### src/rtl/dmem_arbiter.sv
// Round-robin two-port arbiter owning a small data memory; port 1 may lock
// the memory for bursts, bounded by a timeout that raises a sticky error.
module dmem_arbiter #(
  parameter int unsigned DW       = 32,
  parameter int unsigned AW       = 5,
  parameter int unsigned LOCK_MAX = 16
) (
  input  logic          clk,
  input  logic          rst,
  input  logic          req0,
  input  logic          we0,
  input  logic [AW-1:0] addr0,
  input  logic [DW-1:0] wdata0,
  output logic          gnt0,
  output logic          rvalid0,
  output logic [DW-1:0] rdata0,
  input  logic          req1,
  input  logic          we1,
  input  logic [AW-1:0] addr1,
  input  logic [DW-1:0] wdata1,
  output logic          gnt1,
  output logic          rvalid1,
  output logic [DW-1:0] rdata1,
  input  logic          lock1,
  input  logic          err_clr,
  output logic          locked,
  output logic          lock_err
);

  localparam int unsigned DEPTH = 2 ** AW;
  localparam int unsigned CW    = (LOCK_MAX > 1) ? $clog2(LOCK_MAX) : 1;

  typedef enum logic [1:0] {
    S_IDLE    = 2'd0,
    S_LOCK    = 2'd1,
    S_HOLDOFF = 2'd2
  } state_e;

  state_e          state_q, state_d;
  logic            last_q, last_d;
  logic [CW-1:0]   lock_cnt_q, lock_cnt_d;
  logic            lock_err_q, lock_err_d;
  logic            rvalid0_q, rvalid1_q;
  logic [DW-1:0]   rdata0_q, rdata1_q;
  logic [DW-1:0]   mem [DEPTH];

  logic            elig0, elig1;

  // Grant: port 0 is shut out while locked; ties go to the port not served last.
  always_comb begin
    elig0 = req0 & (state_q != S_LOCK) & ~rst;
    elig1 = req1 & ~rst;
    gnt0  = elig0 & (~elig1 | last_q);
    gnt1  = elig1 & (~elig0 | ~last_q);
  end

  always_comb begin
    state_d    = state_q;
    last_d     = last_q;
    lock_cnt_d = lock_cnt_q;
    lock_err_d = lock_err_q;
    if (gnt0) begin
      last_d = 1'b0;
    end else if (gnt1) begin
      last_d = 1'b1;
    end
    if (err_clr) begin
      lock_err_d = 1'b0;
    end
    case (state_q)
      S_IDLE: begin
        if (gnt1 && lock1) begin
          state_d    = S_LOCK;
          lock_cnt_d = '0;
        end
      end
      S_LOCK: begin
        if (!lock1) begin
          state_d = S_IDLE;
        end else if (lock_cnt_q == CW'(LOCK_MAX - 1)) begin
          state_d    = S_HOLDOFF;
          lock_err_d = 1'b1;
        end else begin
          lock_cnt_d = lock_cnt_q + CW'(1);
        end
      end
      S_HOLDOFF: begin
        if (!lock1) begin
          state_d = S_IDLE;
        end
      end
      default: state_d = S_IDLE;
    endcase
  end

  always_ff @(posedge clk or posedge rst) begin
    if (rst) begin
      state_q    <= S_IDLE;
      last_q     <= 1'b1;
      lock_cnt_q <= '0;
      lock_err_q <= 1'b0;
    end else begin
      state_q    <= state_d;
      last_q     <= last_d;
      lock_cnt_q <= lock_cnt_d;
      lock_err_q <= lock_err_d;
    end
  end

  // Storage is intentionally not reset; grants are forced low during reset.
  always_ff @(posedge clk) begin
    if (gnt0 && we0) begin
      mem[addr0] <= wdata0;
    end else if (gnt1 && we1) begin
      mem[addr1] <= wdata1;
    end
  end

  always_ff @(posedge clk or posedge rst) begin
    if (rst) begin
      rvalid0_q <= 1'b0;
      rvalid1_q <= 1'b0;
      rdata0_q  <= '0;
      rdata1_q  <= '0;
    end else begin
      rvalid0_q <= gnt0 & ~we0;
      rvalid1_q <= gnt1 & ~we1;
      if (gnt0 && !we0) begin
        rdata0_q <= mem[addr0];
      end
      if (gnt1 && !we1) begin
        rdata1_q <= mem[addr1];
      end
    end
  end

  assign rvalid0  = rvalid0_q;
  assign rvalid1  = rvalid1_q;
  assign rdata0   = rdata0_q;
  assign rdata1   = rdata1_q;
  assign locked   = (state_q == S_LOCK);
  assign lock_err = lock_err_q;

endmodule
### config.mk
export PLATFORM = sky130hd
export DESIGN_NAME = dmem_arbiter
export DESIGN_NICKNAME = d
export VERILOG_FILES = /design/src/rtl/dmem_arbiter.sv
export SDC_FILE = /design/constraint.sdc
export NUM_CORES = 1
export LEC_CHECK = 0
export BUFFER_PORTS_ARGS = -buffer_cell sky130_fd_sc_hd__buf_2
export CAP_MARGIN = 20
export CORE_ASPECT_RATIO = 1.1
export CORE_MARGIN = 5
export CORE_UTILIZATION = 40
export DETAILED_ROUTE_END_ITERATION = 10
export MAX_ROUTING_LAYER = met4
export SLEW_MARGIN = 25
export SYNTH_ARGS = -nofsm -noshare
export SYNTH_HDL_FRONTEND = slang
export SYNTH_SLANG_ARGS = --single-unit
### constraint.sdc
create_clock -name clk -period 9.4 [get_ports clk]
set_input_delay 0.94 -clock clk [delete_from_list [all_inputs] [get_ports clk]]
set_output_delay 0.94 -clock clk [all_outputs]
set_load 0.01 [all_outputs]
=== Word-level counts from Yosys, hierarchy flattened ===
Memory sizes are Yosys's and may differ from the RTL's. A register that Yosys moved wholly into a read port is not among the register bits.
Index checks and enable logic that the tools add are counted.

* Logic and storage cells: 68
* Register bits after elaboration: 10
* Memories: 1
* Bits of input ports: 82
* Memory bits (writable): 1024

* Add/subtract/negate cells: 1
* Reduce and logical (&&, ||, !) cells: 13
* Bitwise operators: 15
* Muxes and demuxes: 23
* Equal/unequal tests: 9

{| class="wikitable"
|+ Memories
! name !! depth !! bits a word !! rd ports !! clocked after Yosys merged registers in !! wr ports !! line !! RTL
|-
| mem || 32 || 32 || 2 || 2 || 1 || 45 || <nowiki>logic [DW-1:0] mem [DEPTH];</nowiki>
|}

{| class="wikitable"
|+ Operators with widths
! operator !! count
|-
| $mux 32 || 1
|-
| $reduce_or 32->1 || 1
|-
| $mux 1 || 12
|-
| $mux 4 || 3
|-
| $mux 2 || 4
|-
| $ne 2x2->1 const B || 4
|-
| $pmux 4 s2 || 1
|-
| $and 1x1->1 || 7
|-
| $not 1->1 || 6
|-
| $pmux 2 s3 || 1
|-
| $logic_and 1x1->1 || 5
|-
| $mux 5 || 1
|-
| $add 4x1->4 const B || 1
|-
| $eq 4x4->1 const B || 1
|-
| $reduce_and 4->1 || 1
|-
| $reduce_bool 2->1 || 2
|-
| $ne 3x2->1 const B || 1
|-
| $reduce_and 3->1 || 1
|-
| $eq 2x1->1 const B || 1
|-
| $eq 2x2->1 const B || 1
|-
| $logic_not 1->1 || 2
|-
| $logic_not 2->1 || 1
|-
| $ne 2x1->1 const B || 1
|-
| $or 1x1->1 || 2
|}

=== Longest topological paths before layout ===
* Depth in word-level cells: 12
* Mapped depth: 8
* Mapped depth without buffers: 6

=== Worst setup path after synthesis ===
No wires, ideal clock.

* Path kind: input to register
* Start: input port addr0[0]
* End: memory mem[19][0] (enable)
* Cell stages on the path: 6
* Slack: 4.874 ns
* Required time: 8.939 ns
* Arrival time: 4.065 ns
* Setup time: 0.461 ns
* Path through: buf_6 -> buf_6 -> buf_4 -> buf_2 -> a32oi_1 -> nor3_1

* Cells in the longest elaborated chain, start to end: 1

{| class="wikitable"
|+ Ends and longest elaborated chain
! element !! line !! RTL
|-
| start, declared || 12 || <nowiki>input logic [AW-1:0] addr0,</nowiki>
|-
| $mux 5 (no source line) || n/a ||
|-
| end, declared || 45 ||
|}

No other way between the ends.

==> summary.txt <==
Clock network
  • Cts repair resizes: 0
  • Clk_lat worst skew: 0.73 ns
  • Post-CTS Hold Fix Bufs: 0
  • Reg clk slew, reported paths: 0.07 ns
  • Sink Count: 1098
  • CTS Root Cell: clkbuf_16
  • TritonCTS clock tree: done
  • Post-CTS Setup Bufs: 0
  • CTS Buffer Depth: 3
  • # H-tree levels: 3
  • Total CTS buffers: 111

Synthesis
  • Post-synth top area share: 59.2%
  • Syn_area_per_cell: 15.0 um2
  • Synth top area cells: edfxtp_1 (59%), mux2i_1 (20%), a22oi_1 (3.7%)
  • Synthesized instance count: 3470
  • Yosys reg bits: 1098
  • Commonest cells in the netlist: mux2i_1 (1027), edfxtp_1 (1024), a22oi_1 (256), nand2_1 (179)
  • Simple-Gate Fraction of Synth Area: 2.02%
  • Yosys Warn Count: 0
  • Yosys cell types: 44
  • Post-synthesis sequential area ratio: 62.8%
  • XOR/XNOR share of the synthesized area: 0.0169%
  • FFs w/ async S/R, synth: 6.74%
  • Largest family of logic cells by synthesized area: multiplexers
  • Number of enable flip-flop cells after synthesis: 1024
  • Post-synthesis mux area share: 19.8%
  • Cell taking the most area after synthesis: edfxtp_1
  • Syn_nets: 3553
  • Compound-gate portion of the synthesized area: 12.4%
  • Count leader, synth: mux2i_1
  • Adder-cell share of the synthesized area: 0.0241%
  • Most used DFF post-synth: edfxtp_1
  • Syn Std Cell Area: 0.0519 mm2

STA
  • Tcrit/Tclk final: 45.1%
  • Final Max Slew Viols: 0
  • Relative max-transition margin: 24.1%
  • Clock skew: 0.0179 ns
  • Min Tclk post-route: 4.24 ns
  • Max Clk Rate: 236 MHz
  • Slew @ Worst Pin: 1.14 ns
  • Worst hold slack: 0.374 ns
  • Fin. Hold Viols: 0
  • RSZ-0062 raised after global routing: no
  • Post-route setup TNS: 0 ns
  • Final setup vio count: 0
  • Setup ws final: 5.16 ns

Route
  • Routed len/inst: 32.6 um
  • Vias: 33500
  • DRC viols: 0
  • Drt pass-1 iters: 6
  • Antenna Nets Post-Route: 0
  • Vias per cell: 6.30
  • Post-Route WL: 173000 um
  • Iter 0 DRT Violations: 3340

Floorplanning
  • Core area: 0.129 mm2
  • Die area: 0.137 mm2
  • Die height: 388 um
  • # IOs: 152
  • Initial Util: 40.3%
  • Cell Rows: 138
  • Die Wd: 354 um

Pwr
  • Worst vdd ir: 0.139 mV
  • Pwr per Cell Area: 196 mW/mm2
  • Total power: 0.0114 W
  • Pleak: 21.6 nW

Setup path
  • CP Depth: 8
  • Flop2flop setup slack: 5.25 ns
  • CP bufs+invs: 3
  • Critical R2R Launch: state_q[0]$_DFFE_PP0P_
  • Worst path required time: 10.03 ns
  • WS Path Type: primary input to flop
  • CP Cell Sequence: buf_8 -> buf_4 -> buf_12 -> mux2i_1 -> a22o_1 -> a221oi_1 -> o22ai_1 -> o41ai_2
  • Reg2Reg Depth: 8
  • Worst-path fanout max: 131
  • Critical-path top delay cell: buf_4
  • Startpoint Class: primary input
  • Element type at the critical path end: flop
  • CP delay by family, top: buffers and inverters
  • Reg2reg end: mem[20][27]$_DFFE_PP_
  • Arrival @ worst endpoint: 4.87 ns
  • Crit-path max cell delay: 0.84 ns

Global route
  • First-pass GRT wire length: 244000 um
  • Gr ovfl total: 0
  • Largest net degree at the start of global routing: 136
  • Antenna violations before repair: 4
  • Vias in the first global route: 33400
  • All-Layer GR Usage: 25.1%

Cells and area
  • Post-layout util: 45.2%
  • Share of cells above drive strength 1: 14.9%
  • Final-stage net count: 3617
  • Area grow syn2layout: 12.1%

Run
  • Max-Cap Viols: 0

Placed design
  • Post-DP HPWL: 92000 um
  • Worst slack after detailed placement: 4.57 ns
  • GP Congestion: 0.806
  • I/O Buffers: 151

Hold path
  • Worst hold path type: primary input to asynchronous set/reset pin

Run status
  • Status: complete, no violations
[how the worst max path moves through the flow]
stage | from | slack [ns] | endpoint
floorplan | addr0[0] | 4.87 | mem[19][0]$_DFFE_PP_
global placement | addr1[0] | 4.59 | rdata1[26]$_DFFE_PP0P_
detailed placement | addr1[0] | 4.57 | rdata1[17]$_DFFE_PP0P_
CTS | state_q[0]$_DFFE_PP0P_ | 5.32 | mem[20][27]$_DFFE_PP_
global route | addr1[0] | 5.10 | rdata1[30]$_DFFE_PP0P_
finish | addr1[0] | 5.16 | rdata1[26]$_DFFE_PP0P_
[cells by family after synthesis]
| logic type | Yosys count |
|---|---|
| flip-flops | 1098 |
| multiplexers | 1029 |
| AO/OA/AOI/OAI | 792 |
| buffers and inverters | 295 |
| AND/OR/NAND/NOR | 254 |
| XOR/XNOR | 1 |
| adder cells (fa/ha/maj) | 1 |
[per-layer routing]
metal	track usage, %	share of wire [%]	up-vias
met5	-	0	-
met4	8.21	3.5	0
met3	4.33	7.6	339
met2	41.0	48	1475
met1	32.1	41	17500
li1	-	-	14200
[state kept, by name (all words and copies together), names as in the netlist]
register    count
mem          1024
rdata1         32
state_q         2
rvalid0         1
last_q          1
lock_cnt_q      4
rvalid1         1
rdata0         32
lock_err        1
[area by class of cell]
type,count,area (um2)
clock buffers,156,3090
diodes,11,27.5
flip-flops and latches,1098,32600
multi-input cells,2077,18200
well taps,1680,2100
clock inverters,54,684
fillers,11400,70600
repair buffers,231,1460
inverters,15,58.8
[where the power goes]
part	internal [W]	switching, W
Sequential	0.00548	0.000100
Combinational	0.000406	0.000753
Clock	0.00272	0.00193
[stage by stage]
stage | area, um2 | std cells
2_1_floorplan | 51900 | 3470
3_3_place_gp | 54300 | 5100
3_5_place_dp | 54400 | 5101
4_1_cts | 58100 | 5311
5_1_grt | 58200 | 5314
6_report | 58200 | 5322
[placed cells by master (no fill, tap or decap), drive strengths merged, types with 2 or more instances in the layout]
cell type / n
a22oi: 256
mux2: 2
diode: 11
nand3: 4
bufinv: 16
edfxtp: 1024
nand2b: 10
a21oi: 129
a32o: 2
nand2: 179
and2: 4
o21ai: 6
nor2b: 7
buf: 231
o41ai: 64
inv: 19
o22ai: 65
nor2: 36
clkinvlp: 5
dfrtp: 73
nor3: 8
nor3b: 2
or2: 2
clkinv: 29
mux2i: 1027
a31oi: 6
clkbuf: 156
a221oi: 128
a22o: 129
(Power assumes the default switching activity.)
